[config.mk]
export PLATFORM = sky130hd
export DESIGN_NAME = pci_bus_arbiter
export DESIGN_NICKNAME = d
export VERILOG_FILES = /design/src/rtl/pci_pkg.sv /design/src/rtl/pci_rr_picker.sv /design/src/rtl/pci_bus_arbiter.sv
export SDC_FILE = /design/constraint.sdc
export NUM_CORES = 1
export LEC_CHECK = 0
export CAP_MARGIN = 20
export CORE_MARGIN = 2
export CORE_UTILIZATION = 50
export CTS_CLUSTER_DIAMETER = 50
export CTS_CLUSTER_SIZE = 12
export DETAILED_ROUTE_END_ITERATION = 16
export PLACE_DENSITY = 0.72
export SYNTH_ARGS = -nofsm -noshare
export SYNTH_HDL_FRONTEND = slang
export SYNTH_HIERARCHICAL = 1
export SYNTH_SLANG_ARGS = --single-unit
[constraint.sdc]
create_clock -name clk -period 3 [get_ports clk]
set_input_delay 0.9 -clock clk [delete_from_list [all_inputs] [get_ports clk]]
set_output_delay 0.9 -clock clk [all_outputs]
set_load 0.02 [all_outputs]
[src/rtl/pci_pkg.sv]
// PCI shared definitions: bus command codes and central-arbiter state encodings,
// common to the arbiter and the behavioural target/master models.
package pci_pkg;

    localparam logic [3:0] PCI_CMD_INT_ACK        = 4'h0;
    localparam logic [3:0] PCI_CMD_SPECIAL        = 4'h1;
    localparam logic [3:0] PCI_CMD_IO_READ        = 4'h2;
    localparam logic [3:0] PCI_CMD_IO_WRITE       = 4'h3;
    localparam logic [3:0] PCI_CMD_MEM_READ       = 4'h6;
    localparam logic [3:0] PCI_CMD_MEM_WRITE      = 4'h7;
    localparam logic [3:0] PCI_CMD_CFG_READ       = 4'hA;
    localparam logic [3:0] PCI_CMD_CFG_WRITE      = 4'hB;
    localparam logic [3:0] PCI_CMD_MEM_READ_MULT  = 4'hC;
    localparam logic [3:0] PCI_CMD_DUAL_ADDR      = 4'hD;
    localparam logic [3:0] PCI_CMD_MEM_READ_LINE  = 4'hE;
    localparam logic [3:0] PCI_CMD_MEM_WRITE_INV  = 4'hF;

    typedef enum logic [1:0] {
        S_ARB_IDLE,
        S_ARB_GRANT,
        S_ARB_OWNED,
        S_ARB_GAP
    } arb_state_e;

endpackage

[src/rtl/pci_rr_picker.sv]
// Combinational round-robin picker: first set bit of req at or above ptr, wrapping,
// returned both one-hot and as an index.
module pci_rr_picker #(
    parameter int unsigned NUM_MASTERS = 4,
    parameter int unsigned IDX_W       = $clog2(NUM_MASTERS)
) (
    input  logic [NUM_MASTERS-1:0] req,
    input  logic [IDX_W-1:0]       ptr,
    output logic [NUM_MASTERS-1:0] onehot,
    output logic [IDX_W-1:0]       idx,
    output logic                   valid
);

    always_comb begin
        logic [IDX_W-1:0] cand;
        onehot = '0;
        idx    = '0;
        valid  = 1'b0;
        cand   = '0;
        for (int unsigned i = 0; i < NUM_MASTERS; i++) begin
            cand = IDX_W'((32'(ptr) + i) % NUM_MASTERS);
            if (!valid && req[cand]) begin
                valid        = 1'b1;
                idx          = cand;
                onehot[cand] = 1'b1;
            end
        end
    end

endmodule

[src/rtl/pci_bus_arbiter.sv]
// Central PCI bus arbiter: round-robin REQ#/GNT# with a one-cycle gap between grants,
// hidden arbitration and idle-grant timeout. Define PCI_ARB_PARK_EN to park the idle bus.
module pci_bus_arbiter
    import pci_pkg::*;
#(
    parameter int unsigned NUM_MASTERS  = 4,
    parameter int unsigned IDLE_TIMEOUT = 16,
    parameter int unsigned PARK_MASTER  = 0,
    localparam int unsigned IDX_W       = $clog2(NUM_MASTERS)
) (
    input  logic                   clk,
    input  logic                   rst,
    input  logic [NUM_MASTERS-1:0] req_n,
    output logic [NUM_MASTERS-1:0] gnt_n,
    input  logic                   frame_n,
    input  logic                   irdy_n,
    output logic [IDX_W-1:0]       owner,
    output logic                   owner_vld,
    output logic                   bus_idle,
    output logic                   timeout
);

`ifdef PCI_ARB_PARK_EN
    localparam bit PARK_EN = 1'b1;
`else
    localparam bit PARK_EN = 1'b0;
`endif

    localparam int unsigned      CNT_W    = $clog2(IDLE_TIMEOUT + 1);
    localparam logic [IDX_W-1:0] PARK_IDX = IDX_W'(PARK_MASTER);
    localparam logic [CNT_W-1:0] CNT_LAST = CNT_W'(IDLE_TIMEOUT - 1);

    arb_state_e             state_q, state_d;
    logic [IDX_W-1:0]       grantee_q, grantee_d;
    logic [IDX_W-1:0]       ptr_q, ptr_d;
    logic [CNT_W-1:0]       cnt_q, cnt_d;
    logic [NUM_MASTERS-1:0] gnt_n_q, gnt_n_d;
    logic [IDX_W-1:0]       owner_q, owner_d;
    logic                   owner_vld_q, owner_vld_d;
    logic                   bus_idle_q;
    logic                   timeout_q, timeout_d;

    logic [NUM_MASTERS-1:0] req;
    logic [NUM_MASTERS-1:0] win_oh;
    logic [IDX_W-1:0]       win_idx;
    logic                   win_vld;
    logic                   start;
    logic                   cur_vld;
    logic [IDX_W-1:0]       cur_idx;
    logic [NUM_MASTERS-1:0] self_oh;
    logic                   others_req;

    function automatic logic [IDX_W-1:0] inc_idx(input logic [IDX_W-1:0] i);
        if (32'(i) == NUM_MASTERS - 1) return '0;
        return i + IDX_W'(1);
    endfunction

    assign req   = ~req_n;
    assign start = bus_idle_q & ~frame_n;

    pci_rr_picker #(
        .NUM_MASTERS (NUM_MASTERS),
        .IDX_W       (IDX_W)
    ) u_picker (
        .req    (req),
        .ptr    (ptr_q),
        .onehot (win_oh),
        .idx    (win_idx),
        .valid  (win_vld)
    );

    // Which master currently sees its GNT# low (the one a start belongs to).
    always_comb begin
        cur_vld = 1'b0;
        cur_idx = grantee_q;
        self_oh = '0;
        self_oh[grantee_q] = 1'b1;
        if (state_q == S_ARB_GRANT || state_q == S_ARB_OWNED) begin
            cur_vld = 1'b1;
        end else if (state_q == S_ARB_IDLE && PARK_EN) begin
            cur_vld = 1'b1;
            cur_idx = PARK_IDX;
        end
        others_req = |(req & ~self_oh);
    end

    always_comb begin
        state_d   = state_q;
        grantee_d = grantee_q;
        ptr_d     = ptr_q;
        cnt_d     = cnt_q;
        timeout_d = 1'b0;
        unique case (state_q)
            S_ARB_IDLE: begin
                if (PARK_EN && start) begin
                    state_d   = S_ARB_OWNED;
                    grantee_d = PARK_IDX;
                end else if (win_vld) begin
                    // A parked grant may only move to another master through a gap.
                    if (!PARK_EN || win_idx == PARK_IDX) begin
                        state_d   = S_ARB_GRANT;
                        grantee_d = win_idx;
                        ptr_d     = inc_idx(win_idx);
                        cnt_d     = '0;
                    end else begin
                        state_d = S_ARB_GAP;
                    end
                end
            end
            S_ARB_GRANT: begin
                if (start) begin
                    state_d = S_ARB_OWNED;
                end else if (req_n[grantee_q]) begin
                    state_d = S_ARB_GAP;
                end else if (cnt_q == CNT_LAST) begin
                    state_d   = S_ARB_GAP;
                    timeout_d = 1'b1;
                end else if (bus_idle_q) begin
                    cnt_d = cnt_q + CNT_W'(1);
                end
            end
            S_ARB_OWNED: begin
                if (others_req || req_n[grantee_q]) state_d = S_ARB_GAP;
            end
            S_ARB_GAP: begin
                if (win_vld) begin
                    state_d   = S_ARB_GRANT;
                    grantee_d = win_idx;
                    ptr_d     = inc_idx(win_idx);
                    cnt_d     = '0;
                end else begin
                    state_d = S_ARB_IDLE;
                end
            end
            default: state_d = S_ARB_IDLE;
        endcase
    end

    always_comb begin
        gnt_n_d = '1;
        if (state_d == S_ARB_GRANT || state_d == S_ARB_OWNED) begin
            gnt_n_d[grantee_d] = 1'b0;
        end else if (state_d == S_ARB_IDLE && PARK_EN) begin
            gnt_n_d[PARK_IDX] = 1'b0;
        end

        owner_d     = owner_q;
        owner_vld_d = owner_vld_q;
        if (start && cur_vld) begin
            owner_d     = cur_idx;
            owner_vld_d = 1'b1;
        end else if (frame_n && irdy_n) begin
            owner_vld_d = 1'b0;
        end
    end

    always_ff @(posedge clk or posedge rst) begin
        if (rst) begin
            state_q     <= S_ARB_IDLE;
            grantee_q   <= '0;
            ptr_q       <= '0;
            cnt_q       <= '0;
            gnt_n_q     <= '1;
            owner_q     <= '0;
            owner_vld_q <= 1'b0;
            bus_idle_q  <= 1'b1;
            timeout_q   <= 1'b0;
        end else begin
            state_q     <= state_d;
            grantee_q   <= grantee_d;
            ptr_q       <= ptr_d;
            cnt_q       <= cnt_d;
            gnt_n_q     <= gnt_n_d;
            owner_q     <= owner_d;
            owner_vld_q <= owner_vld_d;
            bus_idle_q  <= frame_n & irdy_n;
            timeout_q   <= timeout_d;
        end
    end

    assign gnt_n     = gnt_n_q;
    assign owner     = owner_q;
    assign owner_vld = owner_vld_q;
    assign bus_idle  = bus_idle_q;
    assign timeout   = timeout_q;

endmodule

==> flow_metrics.tcl <==
set metrics [dict create \
    grt_first_pass_wirelength_mm 5.823 \
    die_w_um 58.87 \
    skew_ns 0.005350 \
    synth.cell_area_um2 1505 \
    grt_use_met3_pct 3.516 \
    synth_cells 151 \
    start_util_pct 53.66 \
    grt_util_met1_pct 29.32 \
    io_buffers 16 \
    synth.yosys.warnings 6 \
    cts_max_level 1 \
    drive_gt1_share_pct 30.98 \
    cts_root_buffer "clkbuf_4" \
    critical_path_class "input port to flip-flop" \
    totalNegativeSetupSlack_ns 0 \
    crit_fanout 6 \
    vias_per_cell 5.870 \
    start_kind "input port" \
    finalHoldViolCount 0 \
    hold_buffers 0 \
    wire_per_inst_um 14.95 \
    die_height_um 58.87 \
    postLayoutCoreUtil_pct 67.53 \
    placementRows 19 \
    track_usage_pct 21.51 \
    cap_viol_max_count 0 \
    cp.arrival_ns 3.05 \
    vdd_drop_max_mv 0.7227 \
    drt-initial-drc-count 44 \
    fmax_ghz 0.3565 \
    nets 202 \
    syn_nets 168 \
    grt_max_degree 21 \
    cp-end-kind "flip-flop" \
    busiest_layer "met2" \
    slew_headroom_pct 49.66 \
    n_fill_cell 238 \
    placed_area_um2 1800 \
    period_share_pct 93.49 \
    drc 0 \
    clk_latency_ns 0.30 \
    cts.sinks 20 \
    dpl.hpwl_mm 2.463 \
    antenna_cells 0 \
    cts_buffers 3 \
    final_cell_mix "buf_4, dfrtp_1, nor2_1" \
    cts_tree "done" \
    cts.clk_slew.worst_paths_ns 0.12 \
    power.density_nw_per_um2 1130 \
    core_um2 2805 \
    fin_crit_ns 2.805 \
    syn_avg_cell_area_um2 9.968 \
    grt_pass1_vias 1282 \
    layout_commonest_cell "buf_4" \
    dieArea_um2 3465 \
    critPathRequiredTime_ns 3.25 \
    grt-ovfl-total 0 \
    cts_buffer_depth 2 \
    first_pass_iters 4 \
    grtUsageMet2_pct 36.51 \
    place.gp.congestion 0.7200 \
    area_delta_synth_final_pct 25.85 \
    fin_area_um2 1894 \
    hold_path.class "flip-flop to flip-flop" \
    status "completed" \
    rsz0062_at_grt "false" \
    drv_slew 0 \
    ios 17 \
    grt_antenna_before_repair 0 \
    tightest_slew_ns 0.7542 \
    p_leak_nw 0.8618 \
    routed_wirelength_mm 3.215 \
    detail-route-antenna-nets 0 \
    setup_viol 0 \
    dr_total_vias 1262 \
]
## timing repair
action,CTS,global route
setup buffers,1,0
resized for setup,20,0
endpoints found under the setup margin,8,0
## power by group
group	switching [mW]	leakage [nW]	total [mW]	internal, mW
sequential	0.0865	0.245	0.456	0.369
clock	0.0855	0.0210	0.159	0.0740
combinational	0.806	0.595	1.53	0.719
## final timing paths
| check | cells after the start | startpoint | slack (ns) | endpoint |
|---|---|---|---|---|
| hold / removal | 2 | owner_vld$_DFFE_PP0P_ | 0.53 | owner_vld$_DFFE_PP0P_ |
| setup reg to reg | 12 | ptr_q[1]$_DFFE_PP0P_ | 0.31 | gnt_n[3]$_DFF_PP1_ |
| setup / recovery | 12 | req_n[3] | 0.20 | gnt_n[3]$_DFF_PP1_ |
| hold reg to reg | 2 | owner_vld$_DFFE_PP0P_ | 0.53 | owner_vld$_DFFE_PP0P_ |
| max in group asynchronous | 2 | rst | 1.49 | cnt_q[3]$_DFFE_PP0P_ |
| min in group asynchronous | 2 | rst | 1.04 | owner_vld$_DFFE_PP0P_ |
## sequential cells by signal, indices dropped and copies added, names as in the netlist
signal and cells:
state_q 2, owner_vld 1, timeout 1, cnt_q 5, cur_idx 2, bus_idle 1
gnt_n 4, ptr_q 2, owner 2
## critical path, stage by stage
cell and delay, ns:
dlygate4sd2_1 0.23, inv_2 0.07, mux4_2 0.52, buf_6 0.16, nor4b_4 0.26, nor2_1 0.07
a32o_2 0.25, mux2i_4 0.20, inv_1 0.13, nand2_1 0.09, nor4_1 0.05, nor2_1 0.12
## area by class of cell
type / count / area, µm² / share of cell area [%]
timing repair buffer: 35 / 305.3 / 16.12
inverter: 16 / 60.06 / 3.170
tap: 31 / 38.79 / 2.048
clock buffer: 4 / 36.28 / 1.915
sequential: 20 / 506.7 / 26.75
multi-input combinational: 109 / 947.2 / 50.00
## routing by layer
layer / vias up / share of wire (%)
li1: 622 / -
met1: 621 / 45
met2: 17 / 51
met3: 2 / 3.0
met4: 0 / 0.25
met5: - / 0
## through the flow
| step | worst slack, ns | total power, mW | hold slack, ns | instances |
|---|---|---|---|---|
| after floorplan | 0.1875 | 1.441 | 0.4730 | 151 |
| after global placement | -0.4286 | 1.764 | 0.4848 | 210 |
| after detailed placement | -0.5599 | 1.824 | 0.4959 | 210 |
| after CTS | 0.2070 | 2.138 | 0.5263 | 215 |
| after global routing | 0.02115 | 2.331 | 0.5625 | 215 |
| final | 0.1952 | 2.140 | 0.5253 | 215 |
Note: power is estimated with default switching activity, not from simulation.
